### src/rtl/score_keeper.sv
// score_keeper: frame-driven game score with hold-to-repeat counting,
// collision freeze, high-score tracking and a sequential BCD copy.
module score_keeper #(
  parameter int HOLD_FRAMES = 8
) (
  input  logic        i_clk,
  input  logic        i_rst,
  input  logic        i_frame_tick,
  input  logic        i_move,
  input  logic        i_collision,
  input  logic        i_restart,
  output logic [7:0]  o_score,
  output logic [7:0]  o_high_score,
  output logic [11:0] o_bcd,
  output logic        o_bcd_valid,
  output logic        o_game_over
);

  // Game FSM
  //   state | meaning
  //   PLAY  | game running, ticks with move held add to the score
  //   OVER  | collision seen, score frozen until restart
  //
  // Converter FSM
  //   state   | meaning
  //   C_IDLE  | o_bcd current, watching o_score for a change
  //   C_SHIFT | double-dabble in progress, 8 shift cycles

  localparam int RW = $clog2(HOLD_FRAMES) + 1;
  localparam logic [RW-1:0] REP_LAST = RW'(HOLD_FRAMES - 1);

  typedef enum logic {PLAY, OVER} game_t;
  typedef enum logic {C_IDLE, C_SHIFT} conv_t;

  game_t          state, state_next;
  conv_t          conv_state, conv_next;
  logic [RW-1:0]  rep_cnt;
  logic [7:0]     conv_src;
  logic [7:0]     conv_lat;
  logic [7:0]     src_sh, src_next;
  logic [11:0]    acc, acc_adj, acc_next;
  logic [2:0]     shift_cnt;
  logic           conv_start, conv_done;

  // Game state register
  always_ff @(posedge i_clk) begin
    if (i_rst) state <= PLAY;
    else       state <= state_next;
  end

  // Game next-state: restart outranks collision
  always_comb begin
    state_next = state;
    if (i_restart)                          state_next = PLAY;
    else if (state == PLAY && i_collision)  state_next = OVER;
  end

  // Game outputs
  always_comb begin
    o_game_over = (state == OVER);
  end

  // Score, high score and hold-repeat counter; collision blocks the tick
  always_ff @(posedge i_clk) begin
    if (i_rst) begin
      o_score      <= 8'd0;
      o_high_score <= 8'd0;
      rep_cnt      <= '0;
    end else if (i_restart) begin
      o_score <= 8'd0;
      rep_cnt <= '0;
    end else if (state == PLAY) begin
      if (i_collision) begin
        if (o_score > o_high_score) o_high_score <= o_score;
      end else if (i_frame_tick) begin
        if (i_move) begin
          if (rep_cnt == '0 && o_score != 8'hFF) o_score <= o_score + 8'd1;
          rep_cnt <= (rep_cnt == REP_LAST) ? '0 : rep_cnt + RW'(1);
        end else begin
          rep_cnt <= '0;
        end
      end
    end
  end

  // Converter state register
  always_ff @(posedge i_clk) begin
    if (i_rst) conv_state <= C_IDLE;
    else       conv_state <= conv_next;
  end

  // Converter next-state
  always_comb begin
    conv_next = conv_state;
    if (conv_start)     conv_next = C_SHIFT;
    else if (conv_done) conv_next = C_IDLE;
  end

  // Converter control decode
  always_comb begin
    conv_start = (conv_state == C_IDLE) && (o_score != conv_src);
    conv_done  = (conv_state == C_SHIFT) && (shift_cnt == 3'd7);
  end

  // One double-dabble step: add-3 on nibbles >= 5, then shift left
  always_comb begin
    acc_adj = acc;
    for (int n = 0; n < 3; n++) begin
      if (acc[4*n +: 4] >= 4'd5) acc_adj[4*n +: 4] = acc[4*n +: 4] + 4'd3;
    end
    {acc_next, src_next} = {acc_adj, src_sh} << 1;
  end

  // Converter datapath; o_bcd only ever takes a finished result
  always_ff @(posedge i_clk) begin
    if (i_rst) begin
      conv_src    <= 8'd0;
      conv_lat    <= 8'd0;
      src_sh      <= 8'd0;
      acc         <= 12'd0;
      shift_cnt   <= 3'd0;
      o_bcd       <= 12'h000;
      o_bcd_valid <= 1'b1;
    end else if (conv_start) begin
      conv_lat    <= o_score;
      src_sh      <= o_score;
      acc         <= 12'd0;
      shift_cnt   <= 3'd0;
      o_bcd_valid <= 1'b0;
    end else if (conv_state == C_SHIFT) begin
      acc       <= acc_next;
      src_sh    <= src_next;
      shift_cnt <= shift_cnt + 3'd1;
      if (conv_done) begin
        o_bcd       <= acc_next;
        conv_src    <= conv_lat;
        o_bcd_valid <= (o_score == conv_lat);
      end
    end else begin
      o_bcd_valid <= 1'b1;
    end
  end

endmodule

### config.mk
export PLATFORM = sky130hd
export DESIGN_NAME = score_keeper
export DESIGN_NICKNAME = d
export VERILOG_FILES = /design/src/rtl/score_keeper.sv
export SDC_FILE = /design/constraint.sdc
export NUM_CORES = 1
export LEC_CHECK = 0
export CORE_ASPECT_RATIO = 1.75
export CORE_MARGIN = 3
export CORE_UTILIZATION = 52
export DETAILED_ROUTE_END_ITERATION = 6
export PLACE_DENSITY = 0.76
export SLEW_MARGIN = 10
export SYNTH_ARGS = -nofsm -noshare
export SYNTH_HDL_FRONTEND = slang
export SYNTH_SLANG_ARGS = --single-unit
### constraint.sdc
create_clock -name i_clk -period 1.7 [get_ports i_clk]
set_input_delay 0.255 -clock i_clk [delete_from_list [all_inputs] [get_ports i_clk]]
set_output_delay 0.255 -clock i_clk [all_outputs]
set_load 0.02 [all_outputs]
; Word level (Yosys, flattened, before mapping)
; Cells that the tools add are included.
[totals]
inputBits = 6
wordCells = 58
out_inout_bits = 30
regBits = 74
[classes]
eq_ne = 6
n_mux = 12
n_lt_le_gt_ge = 4
bitwise = 5
reduce_logical = 13
addsub = 6
[op_table]
columns = cell, n
row1 = two-way mux 4 bit, 4
row2 = two-way mux 8 bit, 2
row3 = >= comparator 4 x 3 -> 1 bit (second input constant), 3
row4 = adder 4 x 2 -> 4 bit (second input constant), 2
row5 = adder 8 x 1 -> 8 bit (second input constant), 1
row6 = equality test 8 bit, 1
row7 = > comparator 8 bit, 1
row8 = inequality test 8 bit, 1
row9 = inequality test 8 bit (second input constant), 1
row10 = AND reduction 3 bit, 2
row11 = two-way mux 1 bit, 5
row12 = NOT 1 bit, 5
row13 = AND reduction 5 bit, 1
row14 = adder 4 x 1 -> 4 bit (second input constant), 1
row15 = equality test 4 x 3 -> 1 bit (second input constant), 1
row16 = logical AND 1 bit, 4
row17 = zero test 4 bit, 1
row18 = AND reduction 4 bit, 1
row19 = nonzero test 2 bit, 2
row20 = OR reduction 2 bit, 2
row21 = adder 3 x 1 -> 3 bit (second input constant), 1
row22 = adder 3 x 2 -> 3 bit (second input constant), 1
row23 = equality test 3 bit (second input constant), 1
row24 = two-way mux 3 bit, 1
row25 = inequality test 3 x 1 -> 1 bit (second input constant), 1

; Longest topological paths before layout
; Gate-level depths: netlist of run 1.
[depth]
word_depth = 5
mapped_depth = 8
mapped_depth_nobuf = 7

; Worst setup path before layout of run 1
; No wires, ideal clock.
[synth_timing]
kind = register to register
from = register o_score[7]
to = register acc[0]
t_arrival_ns = 1.905
setup_slack_ns = -0.269
required_ns = 1.636
stages_incl_launch_ff = 9
setup_ns = 0.064
n_path_buf = 3
cell_sequence = dfxtp_1 -> buf_2 -> xor2_1 -> nor4_4 -> a21oi_4 -> or2_1 -> buf_6 -> buf_12 -> nor2_4
[synth_via]
elab_chain_cells = 3
[synth_lines]
columns = item, line_no
row1 = from (decl), 12  ; output logic [7:0] o_score,
row2 = from (signal assigned), 77  ; if (rep_cnt == '0 && o_score != 8'hFF) o_score <= o_score + 8'd1;
row3 = inequality test 8 bit, 101  ; conv_start = (conv_state == C_IDLE) && (o_score != conv_src);
row4 = logical AND 1 bit, 101
row5 = OR reduction 2 bit (no source line), --
row6 = to (signal assigned), 131  ; acc <= acc_next;
row7 = to (decl), 41  ; logic [11:0] acc, acc_adj, acc_next;
; No other way between the ends.
; A chain may end at the register's enable or synchronous reset.

; Final worst setup path of run 1
[layout_timing]
from = register o_score[3]
to = register o_high_score[0]
[layout_via]
elab_chain_cells = 2
[layout_lines]
columns = item, line_no
row1 = > comparator 8 bit, 74  ; if (o_score > o_high_score) o_high_score <= o_score;
row2 = AND reduction 4 bit (no source line), --
row3 = to (signal assigned), 74
row4 = to (decl), 13  ; output logic [7:0] o_high_score,
; No other way between the ends.

==> impl_metrics.toml, run 1 <==
[status]
status = "complete, but fails checks"
violations = "setup timing"

[die]
dieHeight_um = 119
dieWidth_um = 70.3
rows = 40
core_region_area_um2 = 6960
io_pins = 36
start_util_pct = 54.1
die_area_um2 = 8340

[synth]
yosysWarnings = 0
async_reset_ff_share_pct = 0
ys_seq_area_share_pct = 39.3
ys_ff_latch = 74
synth_top_area_cell = "dfxtp_1"
yosysMostFrequentCell = "dfxtp_1"
syn_avg_cell_area_um2 = 8.90
yosysTopAreaCellShare_pct = 39.3
ys.flop_type = "dfxtp_1"
syn_inst = 423
synth.area.top_cells = "dfxtp_1, mux2i_1, ha_1, a21oi_1, nand2_1"
synth-edff-count = 0
synth_nets = 448
syn_area_um2 = 3770
synthTopCellsByCount = "dfxtp_1, nand2_1, a21oi_1"
synth_cell_types = 41

[clock_tree]
cts_max_level = 3
clockBufferDepth = 2
clk_latency_ns = 0.33
cts_buffers = 9
cts_sinks = 74
cts-root-buf = "clkbuf_16"
cts_tree = "done"
path_clk_slew_ns = 0.06

[sta]
maxSlewHeadroom_pct = 68.8
grt_setup_unrepaired = "yes"
fin_crit_ns = 1.74
tightest_slew_ns = 0.466
final_hold_viol_count = 0
skew_ns = 0.00629
max_freq_ghz = 0.576
drv_slew = 0
final-setup-viol-count = 6
fin_hold_ws_ns = 0.263
fin_crit_sh_pct = 102
setup_ws_ns = -0.0371

[setup_path]
slowest_delay_ns = 0.37
worst_path_most_repeated_cell = "nand4_1"
worstPathRequired_ns = 1.96
cp-end-kind = "register"
cp_slowest_cell = "dfxtp_4"
setup.worst_path.start_class = "register"
worstPathMaxFanout = 5
crit_type = "reg -> reg"
cp_top_family = "simple AND/OR/NAND/NOR gates"
crit_chain = "buf_12 -> ha_4 -> nand4_1 -> or2_1 -> nand4_1 -> buf_4 -> mux2i_1"
cp_num_buf_inv = 2
arrival_ns = 2.00

[detailed_routing]
first_pass_iters = 5
viasPerCell = 5.47
drt-total-wl_um = 9060
vias = 3159
antenna_left = 0
drc = 0
drtIter0Drc = 159
wl_per_cell_um = 15.7

[layout]
fillers = 511
n_antenna_cell = 0
register_area_um2 = 1520
layout-drive-gt1-share_pct = 24.5
final_nets = 513
multi_input_area_um2 = 2290
area_delta_synth_final_pct = 33.1
final_core_util_pct = 72.1

[placement]
place_hpwl_um = 6120
globalplace.congestion = 0.844
io_buffers = 35

[worst_hold_path]
holdCritPathClass = "in -> reg"

[pwr]
peakVddDrop_v = 0.000776
power_mw = 3.76
p_per_area_nw_per_um2 = 750
p_leak_nw = 1.93

[flow_run]
drv_cap = 0

[global_route]
grt_pass1_vias = 3230
grt_overflow = 0
grt_pass1_wl_um = 15000
grt_max_degree = 22
antenna_found_initial = 0
grtUsageTotal_pct = 22.6
==> what timing repair did <==
item	in CTS	in global routing
pin swaps	3	21
gates cloned	1	1
setup endpoints to repair	20	30
hold buffers	0	0
resized for setup	13	37
setup buffers	4	1
==> metrics by stage <==
stage / setup WS, ns / cell area (um2) / TNS (ns) / cells
floorplan: -0.143 / 3840 / -1.75 / 423
detailed placement: -0.258 / 4480 / -2.33 / 555
CTS: -0.0162 / 4850 / -0.0213 / 576
global route: -0.113 / 5010 / -0.679 / 577
finish: -0.0371 / 5010 / -0.164 / 577
global placement: -0.217 / 4480 / -2.18 / 555
==> final timing paths <==
path / startpoint / end / slack, ns / cells after the start
hold / removal: i_collision / o_game_over$_SDFFE_PP0P_ / 0.26 / 3
hold reg to reg: o_bcd[2]$_SDFFE_PP0P_ / o_bcd[2]$_SDFFE_PP0P_ / 0.45 / 2
setup / recovery: o_score[3]$_SDFFE_PP0P_ / o_high_score[0]$_SDFFE_PP0P_ / -0.04 / 7
setup reg to reg: o_score[3]$_SDFFE_PP0P_ / o_high_score[0]$_SDFFE_PP0P_ / -0.04 / 7
==> sequential cells by signal, summed over array words and instances, names as in the netlist, 4 cells and up <==
register / flops
conv_src: 8
src_sh: 8
o_high_score: 8
rep_cnt: 4
acc: 12
conv_lat: 8
o_score: 8
o_bcd: 12
==> power by group <==
group          switching (mW)  internal, mW
logic                   0.107        0.0942
registers              0.0122          1.74
clock network           0.700          1.11
==> worst register-to-register path: stages (launching register included) <==
cell,delay [ns]
dfxtp_4,0.37
buf_12,0.14
ha_4,0.27
nand4_1,0.09
or2_1,0.27
nand4_1,0.22
buf_4,0.16
mux2i_1,0.16
==> layout make-up <==
class | count | share of cell area (%)
clock buffers | 15 | 5.54
well taps | 84 | 2.10
multi-input cells | 305 | 45.7
flip-flops and latches | 74 | 30.2
inverters | 19 | 1.42
clock inverters | 1 | 0.125
repair buffers | 79 | 14.9
==> layer usage <==
layer | routed length [um] | up-vias | track usage, %
met5 | 0 | - | 0
met4 | 296 | 0 | 13.7
met3 | 299 | 29 | 5.19
met2 | 4920 | 70 | 38.7
met1 | 3550 | 1502 | 24.7
li1 | - | 1558 | -
==> layout by cell type (no fill, tap or decap), types with 10 or more instances in the layout <==
master | synthesis | layout
nor2_4 | 10 | 10
dfxtp_1 | 74 | 60
mux2i_1 | 34 | 30
a211oi_1 | 12 | 10
clkdlybuf4s50_1 | 0 | 28
a21oi_1 | 40 | 37
nand2_1 | 47 | 47
nand2b_1 | 19 | 19
buf_4 | 3 | 39
nor2_1 | 39 | 38
inv_1 | 18 | 17
ha_1 | 19 | 13
==> kinds of logic (layout without fill, tap and decap cells) <==
kind of cell / Yosys count / count (layout) / share of synthesized area [%]
buf+inv: 45 / 114 / 5.78
simple gates: 157 / 158 / 22.7
compound gates: 69 / 69 / 11.0
mux: 34 / 34 / 9.04
flops: 74 / 74 / 39.3
xor+xnor: 25 / 25 / 5.81
fa+ha+maj: 19 / 19 / 6.31
Note: power is estimated with default switching activity, not from simulation.
==> run 2, diff against run 1 <==
Settings changed: SETUP_SLACK_MARGIN from default to 0.3.
==> run 2 against run 1 <==
The run still ends with setup timing left. Cell count up 5.7%. Clock power up 5%. Sequential cell count unchanged. Largest power group unchanged.
==> impl_metrics.toml, run 2 (same netlist as run 1, synthesis figures left out) <==
[global_route]
met2_usage_pct = 46.2
grt-busiest-layer = "met2"
antenna_found_initial = 0
grt_pass1_wl_um = 16700
grt_pass1_vias = 3482
grt_use_met3_pct = 5.36
grt_overflow = 0
grtUsageTotal_pct = 25.3
use_met1_pct = 26.1
grt_max_degree = 22

[detailed_routing]
drtIter0Drc = 147
first_pass_iters = 5
drc = 0
viasPerCell = 5.70
drt-total-wl_um = 12200
antenna_left = 0
wl_per_cell_um = 20.0
vias = 3480

[worst_hold_path]
worstHoldStart = "i_collision"
hold-path-endpoint = "o_game_over$_SDFFE_PP0P_"
worstHoldPathCells = 3
holdCritPathClass = "in -> reg"

[placement]
io_buffers = 35
dpl-instance-area_um2 = 4560
globalplace.congestion = 0.831
place_hpwl_um = 6300
dp.cells = 553

[pwr]
peakVddDrop_v = 0.000593
power_mw = 3.87
seq_power_share_pct = 45.0
p_int_mw = 3.01
p_leak_nw = 2.28
comb_power_share_pct = 6.1
p_per_area_nw_per_um2 = 669
swShare_pct = 22.3
p_sw_uw = 865
clock_power_share_pct = 48.9

[clock_tree]
path_clk_slew_ns = 0.06
cts_buffers = 9
cts-root-buf = "clkbuf_16"
cts_tree = "done"
cts_sinks = 74
clk_latency_ns = 0.34
clockBufferDepth = 2
cts_max_level = 3

[sta]
final-setup-viol-count = 17
max_freq_ghz = 0.535
fin_crit_sh_pct = 110
setup_ws_ns = -0.169
skew_ns = 0.0105
fin_crit_ns = 1.87
grt_setup_unrepaired = "yes"
drv_slew = 0
final_hold_viol_count = 0
tightest_slew_ns = 0.524
maxSlewHeadroom_pct = 65.1
fin_tns_setup_ns = -0.952

[die]
io_pins = 36
die_area_um2 = 8340
dieHeight_um = 119
start_util_pct = 54.1
core_region_area_um2 = 6960
dieWidth_um = 70.3
rows = 40

[layout]
layout_common_cells = "buf_4, nand2_1, dfxtp_1"
reg_top3 = "acc (12), o_bcd (12)"
register_area_um2 = 1550
final_area_um2 = 5790
fillers = 364
final_core_util_pct = 83.2
final_common_cell = "buf_4"
n_antenna_cell = 0
layout-drive-gt1-share_pct = 45.4
multi_input_area_um2 = 2690
area_delta_synth_final_pct = 53.6
fin_cells = 610
final_nets = 546

[flow_run]
drv_cap = 0

[setup_path]
crit_type = "reg -> reg"
r2r_end = "src_sh[7]$_SDFFE_PP0P_"
rr_startpoint = "conv_src[3]$_SDFFE_PP0P_"
cp-end-kind = "register"
slowest_delay_ns = 0.34
cp_slowest_cell = "dfxtp_2"
r2r_setup_slack_ns = -0.17
setup.worst_path.start_class = "register"
crit_chain = "xor2_2 -> nor4_4 -> buf_4 -> and2_4 -> buf_12 -> mux2i_1 -> a211oi_1"
worstPathMaxFanout = 5
reg2reg_depth = 7
arrival_ns = 2.07
worstPathRequired_ns = 1.90

[status]
status = "complete, but fails checks"
violations = "setup timing"
run 2: cell types whose count changed in the layout (fill, tap and decap cells not counted), moves of 9 or more:
cell / delta
ha_1: -11
dlygate4sd2_1: +17
dfxtp_1: -16
buf_6: +27
dfxtp_2: +9
clkdlybuf4s50_1: -25
a21oi_2: +9
inv_1: -12
ha_4: +12
a21oi_1: -12
buf_4: +10
run 2: critical path: cells and delay by family, from the launching register on:
family          cells  cell delay (ns)
xor+xnor            1             0.19
mux                 1             0.28
compound gates      1             0.13
buf+inv             2             0.32
simple gates        2             0.47
flops               1             0.34
run 2: worst max path at each step:
stage	start	to	slack (ns)
floorplan	o_score[4]$_SDFFE_PP0P_	acc[0]$_SDFFE_PP0P_	-0.14
global placement	i_collision	o_score[6]$_SDFFE_PP0P_	-0.22
detailed placement	i_collision	o_score[4]$_SDFFE_PP0P_	-0.24
CTS	o_score[2]$_SDFFE_PP0P_	src_sh[7]$_SDFFE_PP0P_	-0.007
global route	o_score[4]$_SDFFE_PP0P_	src_sh[7]$_SDFFE_PP0P_	-0.23
finish	conv_src[3]$_SDFFE_PP0P_	src_sh[7]$_SDFFE_PP0P_	-0.17
run 2: per-layer routing:
layer / part of all wire [%] / up-vias
met5: 0 / -
met4: 5.7 / 0
met2: 56 / 132
met1: 34 / 1669
met3: 3.9 / 56
li1: - / 1623
run 2: per-stage QoR:
step	worst slack, ns	hold WS (ns)
after global routing	-0.232	0.364
after global placement	-0.215	0.446
after CTS	-0.00692	0.343
final	-0.169	0.319
after detailed placement	-0.237	0.450
after floorplan	-0.143	0.379
run 2: cell type report:
cell class,count,area share (%)
multi-input cells,304,46.5
repair buffers,113,18.4
flip-flops and latches,74,26.9
well taps,84,1.82
clock inverters,3,0.670
clock buffers,13,4.33
inverters,19,1.41
run 2: power by group through the flow:
stage	Sequential, mW	Combinational, mW	Clock (mW)
final	1.74	0.234	1.90
after global routing	1.74	0.248	1.98
after CTS	1.74	0.211	1.89
after detailed placement	1.78	0.178	0
after global placement	1.78	0.173	0
after floorplan	1.78	0.123	0
run 2: repair_timing:
| action | 4_1_cts | 5_1_grt |
|---|---|---|
| gates cloned | 2 | 1 |
| endpoints found under the setup margin | 98 | 63 |
| pin swaps | 39 | 32 |
| gates resized for setup | 127 | 73 |
| setup buffers | 20 | 18 |
| hold buffers | 0 | 0 |
